$ cat src/rtl/ca_engine.sv
// ca_engine: one-dimensional elementary cellular-automaton engine with a run controller.
//
// Holds a WIDTH-cell register and applies an 8-bit Wolfram rule for a requested number of
// generations. Boundary handling is fixed (external left/right bits), periodic wrap or mirror.
// A run can be paused with hold, aborted by loading new cells, and ends with a one-cycle done.
//
// Ports:
//   clk            sole clock, rising edge
//   rst            synchronous active-high reset
//   rule           Wolfram rule, latched at start
//   boundary_mode  0 fixed, 1 wrap, 2 mirror, 3 fixed; latched at start
//   left, right    fixed-mode edge neighbours, sampled live on every step
//   state          load value for the cells
//   set_state      load state this cycle (highest priority, aborts a run)
//   start          begin a run of gens generations (idle only)
//   gens           generation count, latched at start
//   hold           freeze stepping while running
//   out            cell register
//   busy           run in progress
//   done           one-cycle pulse at run completion
//   gen_count      generations completed in the current or last run
module ca_engine #(
  parameter int unsigned WIDTH = 32,
  parameter int unsigned GEN_W = 16
) (
  input  logic             clk,
  input  logic             rst,
  input  logic [7:0]       rule,
  input  logic [1:0]       boundary_mode,
  input  logic             left,
  input  logic             right,
  input  logic [WIDTH-1:0] state,
  input  logic             set_state,
  input  logic             start,
  input  logic [GEN_W-1:0] gens,
  input  logic             hold,
  output logic [WIDTH-1:0] out,
  output logic             busy,
  output logic             done,
  output logic [GEN_W-1:0] gen_count
);

  typedef enum logic [0:0] {
    StIdle,
    StRun
  } ctrl_state_e;

  localparam logic [1:0] ModeWrap   = 2'd1;
  localparam logic [1:0] ModeMirror = 2'd2;

  ctrl_state_e      ctrl_q;
  logic [7:0]       rule_q;
  logic [1:0]       mode_q;
  logic [GEN_W-1:0] rem_q;

  logic             l_edge;
  logic             r_edge;
  logic [WIDTH+1:0] ext;
  logic [WIDTH-1:0] next_cells;

  // Neighbourhood of cell i is ext[i] (left), ext[i+1] (self), ext[i+2] (right); the two
  // extra bits carry the boundary neighbours so every cell uses the same lookup.
  always_comb begin
    l_edge = left;
    r_edge = right;
    case (mode_q)
      ModeWrap: begin
        l_edge = out[WIDTH-1];
        r_edge = out[0];
      end
      ModeMirror: begin
        l_edge = out[0];
        r_edge = out[WIDTH-1];
      end
      default: begin
        // Modes 0 and 3: fixed external neighbours.
      end
    endcase
    ext = {r_edge, out, l_edge};
    next_cells = '0;
    for (int i = 0; i < WIDTH; i++) begin
      next_cells[i] = rule_q[{ext[i], ext[i+1], ext[i+2]}];
    end
  end

  always_ff @(posedge clk) begin
    if (rst) begin
      ctrl_q    <= StIdle;
      rule_q    <= '0;
      mode_q    <= '0;
      rem_q     <= '0;
      out       <= '0;
      busy      <= 1'b0;
      done      <= 1'b0;
      gen_count <= '0;
    end else begin
      done <= 1'b0;
      if (set_state) begin
        // Load wins over everything; an active run is abandoned without done and
        // gen_count keeps the number of steps already taken.
        out    <= state;
        ctrl_q <= StIdle;
        busy   <= 1'b0;
      end else begin
        unique case (ctrl_q)
          StIdle: begin
            if (start) begin
              gen_count <= '0;
              if (gens != '0) begin
                rule_q <= rule;
                mode_q <= boundary_mode;
                rem_q  <= gens;
                ctrl_q <= StRun;
                busy   <= 1'b1;
              end else begin
                done <= 1'b1;
              end
            end
          end
          StRun: begin
            if (!hold) begin
              out       <= next_cells;
              rem_q     <= rem_q - GEN_W'(1);
              gen_count <= gen_count + GEN_W'(1);
              if (rem_q == GEN_W'(1)) begin
                ctrl_q <= StIdle;
                busy   <= 1'b0;
                done   <= 1'b1;
              end
            end
          end
          default: ctrl_q <= StIdle;
        endcase
      end
    end
  end

endmodule

$ cat config.mk
export PLATFORM = sky130hd
export DESIGN_NAME = ca_engine
export DESIGN_NICKNAME = d
export VERILOG_FILES = /design/src/rtl/ca_engine.sv
export SDC_FILE = /design/constraint.sdc
export NUM_CORES = 1
export LEC_CHECK = 0
export ABC_AREA = 1
export CAP_MARGIN = 20
export CORE_MARGIN = 2
export CORE_UTILIZATION = 53
export DETAILED_ROUTE_END_ITERATION = 10
export GPL_TIMING_DRIVEN = 1
export PLACE_DENSITY = 0.9
export REMOVE_ABC_BUFFERS = 1
export SYNTH_ARGS = -nofsm -noshare
export SYNTH_HDL_FRONTEND = slang
export SYNTH_SLANG_ARGS = --single-unit
$ cat constraint.sdc
create_clock -name clk -period 1.79 [get_ports clk]
set_input_delay 0.179 -clock clk [delete_from_list [all_inputs] [get_ports clk]]
set_output_delay 0.179 -clock clk [all_outputs]
set_load 0.03 [all_outputs]
==> results.toml <==
[place]
place_area_um2 = 7440
hpwlAfterDp_um = 13600
port_buffers = 114
pre_cts_ws_ns = -0.103
dp.cells = 1249
gp_congestion = 0.963

[setup_path]
path_delay_family = "buffers and inverters"
crit_buf_inv = 1
startpoint_type = "flop"
criticalPathCategory = "reg -> out"
critPathSlowestCell = "clkdlybuf4s50_1"
arrival_ns = 1.58
critPathMaxFanout = 7
path_cells = "clkdlybuf4s50_1"
cpPeakStageDelay_ns = 0.73
worstPathRequired_ns = 1.61
cp-end-kind = "output pin"

[clock_tree]
path_clk_slew_ns = 0.08
cts_setup_buffers = 0
numClockSinks = 77
root_buffer = "clkbuf_8"
tritoncts = "done"
hold_buffers = 0
h-tree-depth = 3
worstSkewPairLatency_ns = 0.37
cts_buffers = 9
clockBufferDepth = 2

[yosys]
synth_area_leaders = "dfxtp_1 (26%), nand2_1 (15%), o21ai_0 (9.1%), a21oi_1 (8.5%), nand3_1 (8.1%)"
postSynthAreaPerCell_um2 = 5.90
yosys_warnings = 0
async_reset_ff_frac = 0
synthFlopType = "dfxtp_1"
yosys.area.top_type = "dfxtp_1"
synth_area_um2 = 5850
yosysSeqAreaShare = 0.263
yosysUniqueCellTypes = 36
ys_ff_latch = 77
synthCells = 991
synth_top_area_frac = 0.263
synth_edf_count = 0

[final_layout]
fin_cells = 1263
drive_gt1_frac = 0.0810
final_cell_area_um2 = 7640
nets = 1190
num_antenna_cells = 0
synthToLayoutAreaGrowth_pct = 30.6

[route]
drtIter0Drc = 668
wirelength_um = 19500
route.detailed.drc = 0
first_pass_iters = 8
vias = 7553
wire_per_inst_um = 15.4
viasPerCell = 5.98
antenna_left = 0

[sta]
slew_viol_final = 0
tightestPinTransition_ns = 0.603
fin_crit_sh = 0.983
rsz0062_at_grt = "no"
slew_headroom = 0.597
setup_viol = 0
hold_violations = 0
max_freq_ghz = 0.568
final.setup.worst_slack_ns = 0.0304
clock_skew_ns = 0.00793
finalHoldWorstSlack_ns = 0.422
period_minus_slack_ns = 1.76
setup-tns-final_ns = 0

[grt]
grt_usage = 0.329
grt_pass1_wl_um = 31200
grt.overflow.total = 0
antenna_found_initial = 0
grt_max_degree = 30
grt_pass1_vias = 6858

[floorplanning]
die_w_um = 109
rows = 38
die-height_um = 109
dieArea_um2 = 11900
fp.coreArea_um2 = 10800
io_pins = 115
initial_utilization = 0.542

[status]
outcome = "finished clean"

[pwr]
power.density_nw_per_um2 = 655
vdd_drop_max_mv = 0.485
p_leak_uw = 0.00322

[job]
max-cap-violations = 0

[min_path]
hold_path_class = "in -> reg"
[layout by cell type (no fill, tap or decap), types with 6 or more instances in the layout]
master / count
a21oi_1: 99
buf_4: 56
clkbuf_8: 10
clkdlybuf4s50_1: 103
dfxtp_1: 76
dlymetal6s2s_1: 6
inv_1: 79
nand2_1: 238
nand3_1: 95
nand4_1: 13
nor2_1: 112
nor3_1: 12
o211ai_1: 38
o21ai_0: 106
o221ai_1: 14
o22ai_1: 17
[cells in the mapped netlist (2+ instances only)]
| library cell | n |
|---|---|
| xor2_1 | 3 |
| or2_2 | 2 |
| clkinv_1 | 3 |
| dfxtp_1 | 77 |
| nor3_1 | 12 |
| nor3_4 | 2 |
| nor2_1 | 114 |
| ha_1 | 5 |
| nand2_1 | 238 |
| o221ai_1 | 14 |
| nand4_1 | 13 |
| buf_4 | 2 |
| o211ai_1 | 38 |
| buf_1 | 3 |
| buf_6 | 2 |
| a21boi_0 | 2 |
| a21oi_1 | 99 |
| nand2_4 | 2 |
| inv_1 | 79 |
| nor2_2 | 2 |
| o22ai_1 | 17 |
| o21ai_0 | 106 |
| buf_2 | 9 |
| clkbuf_1 | 41 |
| nand3_1 | 95 |
[timing repair]
action,in CTS,in global routing
endpoints found under the setup margin,5,8
gates cloned,0,0
resized for setup,5,9
pin swaps,0,0
[cell families after synthesis]
| kind of cell | count (synthesis) | share of synthesized area |
|---|---|---|
| xor+xnor | 3 | 0.00449 |
| buf+inv | 142 | 0.0975 |
| fa+ha+maj | 5 | 0.0107 |
| flops | 77 | 0.263 |
| simple gates | 484 | 0.353 |
| compound gates | 280 | 0.271 |
[layer usage]
| metal | up-vias | share of wire | global-route usage |
|---|---|---|---|
| met5 | - | 0 | 0 |
| met4 | 0 | 0.041 | 0.195 |
| met3 | 83 | 0.11 | 0.0687 |
| met2 | 475 | 0.47 | 0.547 |
| met1 | 3363 | 0.38 | 0.388 |
| li1 | 3632 | - | - |
[flip-flops by register name, indices dropped and copies added (netlist names)]
| signal | cells |
|---|---|
| mode_q | 2 |
| out | 32 |
| busy | 1 |
| gen_count | 16 |
| ctrl_q | 1 |
| rule_q | 8 |
| done | 1 |
| rem_q | 16 |
[final cells by class]
class	instances	area, µm²
fillers	929	3150
well taps	140	175
clock buffers	10	138
flip-flops and latches	77	1540
repair buffers	175	1670
inverters	85	323
clock inverters	4	50.0
multi-input cells	772	3740
[power breakdown]
part	switching, µW	internal, µW	total (µW)	leakage, µW
Combinational	1020	697	1720	0.00249
Clock	678	664	1340	0.0000902
Sequential	133	1810	1950	0.000634
Total	1830	3180	5010	0.00322
[through the flow]
stage	util	total power [µW]
global placement	0.689	3620
finish	0.708	5010
global route	0.708	5290
CTS	0.706	4990
detailed placement	0.689	3650
floorplan	-	2950
[worst paths after layout]
check              startpoint   endpoint  slack (ns)  cells past startpoint
max                   out[13]    out[13]        0.03                      1
min          boundary_mode[0]  mode_q[0]        0.42                      3
max reg2reg         rule_q[6]    out[24]        0.19                      6
min reg2reg         mode_q[1]  mode_q[1]        0.49                      2
[worst register-to-register path, cell delays in order (launching register included)]
cell and delay [ns]:
dfxtp_1 0.49, inv_1 0.36, a21oi_1 0.23, o21ai_0 0.14, nand4_1 0.10, o21ai_0 0.08, a21oi_1 0.14
Power figures use the tool's default switching activity.
